==> config.mk <==
export PLATFORM = sky130hd
export DESIGN_NAME = result_packer
export DESIGN_NICKNAME = d
export VERILOG_FILES = /design/src/rtl/result_packer.sv
export SDC_FILE = /design/constraint.sdc
export NUM_CORES = 1
export LEC_CHECK = 0
export ABC_AREA = 1
export CAP_MARGIN = 0
export CORE_ASPECT_RATIO = 1.2
export CORE_UTILIZATION = 50
export CTS_CLUSTER_DIAMETER = 120
export CTS_CLUSTER_SIZE = 40
export DETAILED_ROUTE_END_ITERATION = 6
export PLACE_DENSITY = 0.75
export SETUP_SLACK_MARGIN = 0.02
export SLEW_MARGIN = 20
export SYNTH_ARGS = -nofsm -noshare
export SYNTH_HDL_FRONTEND = slang
export SYNTH_SLANG_ARGS = --single-unit
==> constraint.sdc <==
create_clock -name CLK -period 5.9 [get_ports CLK]
set_input_delay 1.18 -clock CLK [delete_from_list [all_inputs] [get_ports CLK]]
set_output_delay 1.18 -clock CLK [all_outputs]
set_load 0.01 [all_outputs]
==> src/rtl/result_packer.sv <==
// result_packer: gathers lane results into beats, packs beats into SRAM words,
// buffers the words in a small FIFO and drains them over a req/gnt handshake
// with an auto-incrementing word address.
module result_packer #(
    parameter  int LANE_W         = 16,
    parameter  int N_LANES        = 2,
    parameter  int BEATS_PER_WORD = 1,
    parameter  int DEPTH          = 4,
    parameter  int ADDR_W         = 10,
    localparam int BEAT_W         = N_LANES * LANE_W,
    localparam int WORD_W         = BEATS_PER_WORD * BEAT_W,
    localparam int CNT_W          = $clog2(DEPTH + 1)
) (
    input  logic              CLK,
    input  logic              RESET,
    input  logic              start,
    input  logic [ADDR_W-1:0] base_addr,
    input  logic              shift_out,
    input  logic [BEAT_W-1:0] res_in,
    input  logic              flush,
    output logic              in_ready,
    output logic              sram_req,
    input  logic              sram_gnt,
    output logic [ADDR_W-1:0] sram_addr,
    output logic [WORD_W-1:0] sram_wdata,
    output logic [CNT_W-1:0]  fifo_count,
    output logic              overflow
);

    localparam int PTR_W = (DEPTH > 1) ? $clog2(DEPTH) : 1;
    localparam int BI_W  = (BEATS_PER_WORD > 1) ? $clog2(BEATS_PER_WORD) : 1;

    // FIFO pointer advance with wrap at DEPTH (DEPTH need not be a power of two).
    function automatic logic [PTR_W-1:0] ptr_inc(input logic [PTR_W-1:0] p);
        if (p == PTR_W'(DEPTH - 1)) begin
            ptr_inc = '0;
        end else begin
            ptr_inc = p + PTR_W'(1);
        end
    endfunction

    logic [BI_W-1:0]   beat_idx_q, beat_idx_d;
    logic [WORD_W-1:0] word_q, word_d;
    logic [WORD_W-1:0] mem_q [DEPTH];
    logic [WORD_W-1:0] mem_d [DEPTH];
    logic [PTR_W-1:0]  rd_ptr_q, rd_ptr_d;
    logic [PTR_W-1:0]  wr_ptr_q, wr_ptr_d;
    logic [CNT_W-1:0]  count_q, count_d;
    logic [ADDR_W-1:0] addr_q, addr_d;
    logic              overflow_q, overflow_d;

    logic              in_ready_s;
    logic              accept_s;
    logic              push_s;
    logic              pop_s;
    logic [WORD_W-1:0] packed_s;
    logic [WORD_W-1:0] push_word_s;
    logic [BI_W-1:0]   idx_next_s;
    logic              word_done_s;

    // Ready only depends on the registered count; a same-cycle pop does not help.
    assign in_ready_s = (count_q < CNT_W'(DEPTH));
    assign accept_s   = shift_out & in_ready_s;
    assign pop_s      = (count_q != CNT_W'(0)) & sram_gnt & ~start;

    // Packer: place the accepted beat, then decide whether a word is pushed.
    always_comb begin
        packed_s    = word_q;
        push_s      = 1'b0;
        push_word_s = '0;
        word_done_s = 1'b0;
        idx_next_s  = beat_idx_q;
        beat_idx_d  = beat_idx_q;
        word_d      = word_q;
        overflow_d  = overflow_q;
        if (accept_s) begin
            for (int k = 0; k < BEATS_PER_WORD; k++) begin
                if (beat_idx_q == BI_W'(k)) begin
                    packed_s[WORD_W-1-k*BEAT_W -: BEAT_W] = res_in;
                end else begin
                    packed_s[WORD_W-1-k*BEAT_W -: BEAT_W] = word_q[WORD_W-1-k*BEAT_W -: BEAT_W];
                end
            end
            word_done_s = (beat_idx_q == BI_W'(BEATS_PER_WORD - 1));
            idx_next_s  = beat_idx_q + BI_W'(1);
        end else begin
            word_done_s = 1'b0;
        end
        if (start) begin
            beat_idx_d = '0;
            word_d     = '0;
            overflow_d = 1'b0;
        end else if (word_done_s) begin
            // Completed word: a simultaneous flush has nothing left to close.
            push_s      = 1'b1;
            push_word_s = packed_s;
            beat_idx_d  = '0;
            word_d      = '0;
        end else if (flush && (idx_next_s != BI_W'(0))) begin
            if (!in_ready_s) begin
                // No room: keep the partial word and flag the loss of the flush.
                beat_idx_d = idx_next_s;
                word_d     = packed_s;
                overflow_d = 1'b1;
            end else begin
                // Unfilled beats are still zero because the buffer clears on push.
                push_s      = 1'b1;
                push_word_s = packed_s;
                beat_idx_d  = '0;
                word_d      = '0;
            end
        end else begin
            beat_idx_d = idx_next_s;
            word_d     = packed_s;
        end
        if (!start && shift_out && !in_ready_s) begin
            overflow_d = 1'b1;
        end else begin
            overflow_d = overflow_d;
        end
    end

    // FIFO bookkeeping and drain address; start empties the queue and reloads the address.
    always_comb begin
        for (int i = 0; i < DEPTH; i++) begin
            mem_d[i] = mem_q[i];
        end
        rd_ptr_d = rd_ptr_q;
        wr_ptr_d = wr_ptr_q;
        count_d  = count_q;
        addr_d   = addr_q;
        if (start) begin
            rd_ptr_d = '0;
            wr_ptr_d = '0;
            count_d  = '0;
            addr_d   = base_addr;
        end else begin
            if (push_s) begin
                mem_d[wr_ptr_q] = push_word_s;
                wr_ptr_d        = ptr_inc(wr_ptr_q);
            end else begin
                wr_ptr_d = wr_ptr_q;
            end
            if (pop_s) begin
                rd_ptr_d = ptr_inc(rd_ptr_q);
                addr_d   = addr_q + ADDR_W'(1);
            end else begin
                rd_ptr_d = rd_ptr_q;
            end
            case ({push_s, pop_s})
                2'b10:   count_d = count_q + CNT_W'(1);
                2'b01:   count_d = count_q - CNT_W'(1);
                default: count_d = count_q;
            endcase
        end
    end

    // State registers; async reset returns everything to idle and empty.
    always_ff @(posedge CLK or posedge RESET) begin
        if (RESET) begin
            beat_idx_q <= '0;
            word_q     <= '0;
            rd_ptr_q   <= '0;
            wr_ptr_q   <= '0;
            count_q    <= '0;
            addr_q     <= '0;
            overflow_q <= 1'b0;
            for (int i = 0; i < DEPTH; i++) begin
                mem_q[i] <= '0;
            end
        end else begin
            beat_idx_q <= beat_idx_d;
            word_q     <= word_d;
            rd_ptr_q   <= rd_ptr_d;
            wr_ptr_q   <= wr_ptr_d;
            count_q    <= count_d;
            addr_q     <= addr_d;
            overflow_q <= overflow_d;
            for (int i = 0; i < DEPTH; i++) begin
                mem_q[i] <= mem_d[i];
            end
        end
    end

    // Outputs are straight decodes of registered state.
    always_comb begin
        in_ready   = in_ready_s;
        sram_req   = (count_q != CNT_W'(0));
        sram_addr  = addr_q;
        fifo_count = count_q;
        overflow   = overflow_q;
        if (count_q != CNT_W'(0)) begin
            sram_wdata = mem_q[rd_ptr_q];
        end else begin
            sram_wdata = '0;
        end
    end

endmodule

==> results.py, run 1 <==
metrics = {
    "logic_synthesis": {
        "syn_area_um2": 8723,
        "synth.distinct_cells": 38,
        "yosysMostFrequentCell": "nand2_1",
        "synthTopCellsByCount": "nand2_1 (215), dfrtp_1 (179), inv_1 (122), o21a_1 (90), a21oi_1 (88)",
        "synth_edf_count": 0,
        "ys.flop_type": "dfrtp_1",
        "ys_async_sr_fraction_pct": 100.0,
        "ys_seq_elements": 179,
        "synth_seq_area_share_pct": 51.35,
        "syn_inst": 1018,
        "synthTopCellsByArea": "dfrtp_1 (51%), nand2_1 (9.3%), o21a_1 (7.7%), inv_1 (5.2%), a21oi_1 (5.0%)",
        "ys_warn_count": 0,
        "syn_avg_cell_area_um2": 8.569,
        "yosysTopAreaCell": "dfrtp_1",
        "yosysTopAreaCellShare_pct": 51.35,
        "syn-num-nets": 1074,
    },
    "global_route": {
        "grt_pass1_vias": 6790,
        "overflow": 0,
        "grt_start_max_net_pins": 180,
        "grtUsageTotal_pct": 23.50,
        "grt_pass1_wl_um": 32660,
        "antenna_found_initial": 0,
    },
    "detailed_routing": {
        "vias": 6939,
        "drtPass1Iterations": 4,
        "ant_nets": 0,
        "wl_per_cell_um": 14.92,
        "wl_um": 19470,
        "route.detailed.drc": 0,
        "detail_route.vias_per_cell": 5.317,
        "drt-initial-drc-count": 451,
    },
    "sta": {
        "worst_pin_slew_ns": 1.012,
        "finClkSkew_ns": 0.006700,
        "finalHoldViolCount": 0,
        "setup_viol": 0,
        "whs_ns": 0.4855,
        "drv_slew": 0,
        "rsz0062_at_grt": "no",
        "relSlewSlack_pct": 32.11,
        "tns_ns": 0,
        "fin_crit_ns": 4.511,
        "post-route-period-util_pct": 76.45,
        "fmax_ghz": 0.2217,
    },
    "setup_path": {
        "slowest_stage": "dfrtp_2",
        "reg2reg_slack_ns": 3.38,
        "cp.required_ns": 4.72,
        "crit_path_start_kind": "flip-flop",
        "slowest_delay_ns": 1.01,
        "crit_path_cell_trace": "inv_1 -> a21oi_1 -> o21ai_0 -> a21oi_1 -> clkdlybuf4s50_1",
        "r2r_cells": 9,
        "worstPathArrival_ns": 3.33,
        "rr_endpoint": "mem_q[42]",
        "worst_setup_path_end_kind": "output pin",
        "rr_startpoint": "fifo_count[2]",
        "cpMostUsedCell": "a21oi_1",
        "startpoint": "rd_ptr_q[1]",
        "path_class": "flip-flop to output pin",
        "critical-path-top-delay-family": "buffers and inverters",
        "cp_num_buf_inv": 2,
        "path_max_fanout": 47,
    },
    "floorplanning": {
        "die_w_um": 122.6,
        "core-area_um2": 16980,
        "die_area_um2": 17980,
        "io_pins": 96,
        "row_count": 52,
        "initial_core_util_pct": 51.37,
        "die_y_um": 146.7,
    },
    "clock_tree": {
        "postCtsHoldBufs": 0,
        "cts_htree_levels": 4,
        "clock_latency_ns": 0.43,
        "cts_buffers": 17,
        "path_clk_slew_ns": 0.06,
        "cts_buffer_depth": 2,
        "post_cts_resized": 0,
        "cts_tree": "yes",
        "cts-root-buf": "clkbuf_16",
        "clkSinkCount": 179,
        "cts_setup_buffers": 0,
    },
    "min_path": {
        "min-delay-start": "mem_q[107]",
        "hold_end": "mem_q[107]",
        "hold_path.class": "flip-flop to flip-flop",
        "min_path_cells": 1,
    },
    "power": {
        "combPwrFrac_pct": 41.4,
        "intPower_mw": 3.448,
        "power.density_nw_per_um2": 525.5,
        "power_switching_mw": 1.949,
        "seq_power_share_pct": 36.5,
        "ir_worst_vdd_mv": 0.4595,
        "power.leakage_nw": 4.562,
        "switching_share_pct": 36.11,
        "p_clk_share_pct": 22.1,
    },
    "finish": {
        "register_area_um2": 4482,
        "drive_above_1_share_pct": 8.448,
        "layout.nets": 1132,
        "antenna-diode-count": 0,
        "syn2layout_area_growth_pct": 17.73,
        "fillers": 1457,
        "multi_input_area_um2": 3306,
    },
    "run": {
        "max_cap_viol_count": 0,
    },
    "place": {
        "hpwl_um": 11420,
        "port_buffers": 95,
        "place_congestion": 0.7985,
    },
    "outcome": {
        "status": "completed",
    },
}
-- worst register-to-register path: stages (launching register included) --
cell,delay (ns)
dfrtp_1,0.48
nor2_2,0.21
ha_1,0.27
inv_1,0.10
nand3_2,0.12
nand2_4,0.11
nand2_8,0.11
nor2_8,0.70
nand2_1,0.18
o21a_1,0.14
-- layout by cell type, fill, tap and decap left out, types with 7 or more instances in the layout --
master / n
nand3_1: 14
clkbuf_16: 17
ha_1: 7
clkdlybuf4s50_1: 95
o21ai_0: 87
o21ai_1: 35
inv_1: 120
o211ai_1: 14
inv_2: 33
dfrtp_1: 177
nand2_1: 215
a21oi_1: 88
o21a_1: 90
nor2_1: 38
-- cells by family after synthesis --
| group | count (synthesis) | synth area share, % |
|---|---|---|
| compound gates | 325 | 22.03 |
| xor+xnor | 5 | 0.5021 |
| fa+ha+maj | 8 | 1.233 |
| buf+inv | 215 | 10.76 |
| flops | 179 | 51.35 |
| simple gates | 286 | 14.13 |
-- power by group through the flow --
stage	clock (mW)	combinational, mW	sequential (mW)
global placement	0	2.19	1.97
finish	1.19	2.23	1.97
floorplan	0	1.50	1.92
CTS	1.21	2.26	1.97
detailed placement	0	2.23	1.99
global route	1.26	2.49	2.03
-- metrics by stage --
stage                     cell area (µm²)  total power [mW]  util (%)  setup slack [ns]  cells
after floorplan                      8727             3.418         -             2.425   1018
after global placement               9637             4.163     56.75             1.979   1273
after detailed placement             9637             4.222     56.75             1.918   1273
after CTS                           10270             5.438     60.48             1.430   1305
after global routing                10270             5.775     60.48             1.217   1305
final                               10270             5.397     60.48             1.389   1305
-- state kept, by name, summed over array words and instances, names as in the netlist --
signal and cells:
sram_addr 10, fifo_count 3, rd_ptr_q 2, overflow 1, mem_q 128, wr_ptr_q 2
beat_idx_q 1, word_q 32
-- cell type report --
type / instances / share of cell area [%]
Multi-Input combinational cell: 624 / 32.19
Clock buffer: 24 / 4.983
Clock inverter: 8 / 1.182
Tap cell: 216 / 2.632
Inverter: 155 / 5.702
Timing Repair Buffer: 99 / 9.674
Sequential cell: 179 / 43.64
-- worst max-delay path by stage --
| stage | to | slack (ns) | depth (start not counted) |
|---|---|---|---|
| 2_1_floorplan | beat_idx_q | 2.43 | 1 |
| 3_3_place_gp | sram_wdata[29] | 1.98 | 5 |
| 5_1_grt | sram_wdata[30] | 1.22 | 5 |
| 3_5_place_dp | sram_wdata[30] | 1.92 | 5 |
| 6_report | sram_wdata[30] | 1.39 | 5 |
| 4_1_cts | sram_wdata[30] | 1.43 | 5 |
-- per-layer routing --
metal,wire length [µm],vias up,GRT usage [%]
met4,560,0,10.37
li1,-,3390,-
met5,0,-,0
met2,9399,155,37.42
met1,8709,3358,31.02
met3,801,36,4.581
(Power assumes the default switching activity.)
==> inputs of run 2 (changes only) <==
- clock period: 5.9 -> 3.6 ns (I/O delays scaled with it)
==> results.py, run 2 (synthesis results as in run 1) <==
metrics = {
    "clock_tree": {
        "cts_buffer_depth": 2,
        "cts_htree_levels": 4,
        "clkSinkCount": 179,
        "path_clk_slew_ns": 0.06,
        "cts-root-buf": "clkbuf_16",
        "cts_setup_buffers": 0,
        "cts_buffers": 17,
        "postCtsHoldBufs": 0,
        "clock_latency_ns": 0.43,
        "post_cts_resized": 0,
        "cts_tree": "yes",
    },
    "sta": {
        "finClkSkew_ns": 0.007321,
        "relSlewSlack_pct": 46.66,
        "finalHoldViolCount": 0,
        "setup_viol": 0,
        "worst_pin_slew_ns": 0.7993,
        "fin_crit_ns": 3.360,
        "layout_setup_ws_ns": 0.2399,
        "rsz0062_at_grt": "no",
        "tns_ns": 0,
        "drv_slew": 0,
        "fmax_ghz": 0.2976,
        "post-route-period-util_pct": 93.34,
    },
    "power": {
        "power.leakage_nw": 4.661,
        "ir_worst_vdd_mv": 0.5399,
        "p_total_mw": 8.917,
        "power.density_nw_per_um2": 851.9,
    },
    "outcome": {
        "status": "completed",
    },
    "detailed_routing": {
        "detail_route.vias_per_cell": 5.217,
        "route.detailed.drc": 0,
        "vias": 6892,
        "wl_um": 19590,
        "drt-initial-drc-count": 478,
        "drtPass1Iterations": 5,
        "ant_nets": 0,
        "wl_per_cell_um": 14.83,
    },
    "finish": {
        "layout_commonest_cell": "nand2_1",
        "largest_reg_flops": 128,
        "syn2layout_area_growth_pct": 19.99,
        "layout.nets": 1148,
        "multi_input_area_um2": 3306,
        "final_cell_mix": "nand2_1 (215), dfrtp_1 (177), inv_1 (121), clkdlybuf4s50_1 (95), o21a_1 (90)",
        "regMostFlops": "mem_q",
        "final_cells": 1321,
        "drive_above_1_share_pct": 9.774,
        "utilization_pct": 61.64,
        "fillers": 1472,
        "antenna-diode-count": 0,
        "register_area_um2": 4482,
    },
    "floorplanning": {
        "initial_core_util_pct": 51.37,
        "die_area_um2": 17980,
        "row_count": 52,
        "die_y_um": 146.7,
        "io_pins": 96,
        "core-area_um2": 16980,
        "die_w_um": 122.6,
    },
    "run": {
        "max_cap_viol_count": 0,
    },
    "global_route": {
        "grt_start_max_net_pins": 65,
        "grt_pass1_vias": 6914,
        "overflow": 0,
        "grtUsageTotal_pct": 23.78,
        "grt_pass1_wl_um": 33260,
        "antenna_found_initial": 0,
    },
    "setup_path": {
        "worstPathArrival_ns": 2.64,
        "crit_path_start_kind": "flip-flop",
        "path_max_fanout": 19,
        "path_class": "flip-flop to output pin",
        "cp.required_ns": 2.88,
        "worst_setup_path_end_kind": "output pin",
    },
    "place": {
        "hpwl_um": 12310,
        "place_congestion": 0.7736,
        "dp_slack_ns": 0.6014,
        "dpl.cell_count": 1289,
        "port_buffers": 95,
    },
    "min_path": {
        "hold_path.class": "flip-flop to flip-flop",
    },
}
==> run 2: cell count changes in the layout (fill, tap and decap cells not counted), sizes merged <==
| cell | change |
|---|---|
| clkbuf | -1 |
| buf | +16 |
| clkinv | -1 |
| clkinvlp | +1 |
| inv | +1 |
==> run 2: stage by stage <==
step	cell area, µm²	hold slack (ns)
3_3_place_gp	9844	0.4673
4_1_cts	10470	0.4876
6_report	10470	0.4832
5_1_grt	10470	0.4939
3_5_place_dp	9844	0.4745
2_1_floorplan	8727	0.4585
==> run 2: area by class of cell <==
type / instances / area share (%)
flip-flops and latches: 179 / 42.82
inverters: 155 / 5.594
multi-input cells: 624 / 31.58
clock buffers: 23 / 4.757
clock inverters: 9 / 1.195
repair buffers: 115 / 11.48
well taps: 216 / 2.582
==> run 2: path summary, 6_finish.rpt <==
kind | startpoint | end | cells past startpoint | slack, ns
setup / recovery | rd_ptr_q[0] | sram_wdata[31] | 6 | 0.24
hold / removal | mem_q[121] | mem_q[121] | 1 | 0.48
setup reg to reg | fifo_count[2] | mem_q[95] | 11 | 1.27
hold reg to reg | mem_q[121] | mem_q[121] | 1 | 0.48
max in group asynchronous | RESET | rd_ptr_q[0] | 3 | 2.11
min in group asynchronous | RESET | mem_q[103] | 2 | 0.74
==> run 2: where the power goes <==
part	internal, mW	switching, mW
combinational	1.68	2.08
clock	1.18	0.757
sequential	2.83	0.384
total	5.69	3.22
==> run 2: critical path, stage by stage (launching register included) <==
cell	delay (ns)
dfrtp_2	0.58
inv_1	0.30
buf_4	0.26
a21oi_1	0.11
o21ai_0	0.11
a21oi_1	0.25
clkdlybuf4s50_1	0.59
==> run 2: metal layers <==
metal | part of all wire, % | track usage (%) | up-vias
li1 | - | - | 3431
met1 | 44 | 30.31 | 3283
met2 | 50 | 39.58 | 150
met3 | 4.5 | 4.852 | 28
met4 | 1.9 | 8.963 | 0
met5 | 0 | 0 | -
==> inputs of run 3 (changes only) <==
- HOLD_SLACK_MARGIN: default -> 0.05
==> results of run 3 <==
The final DEF is identical to that of run 2; final timing and power are the same.
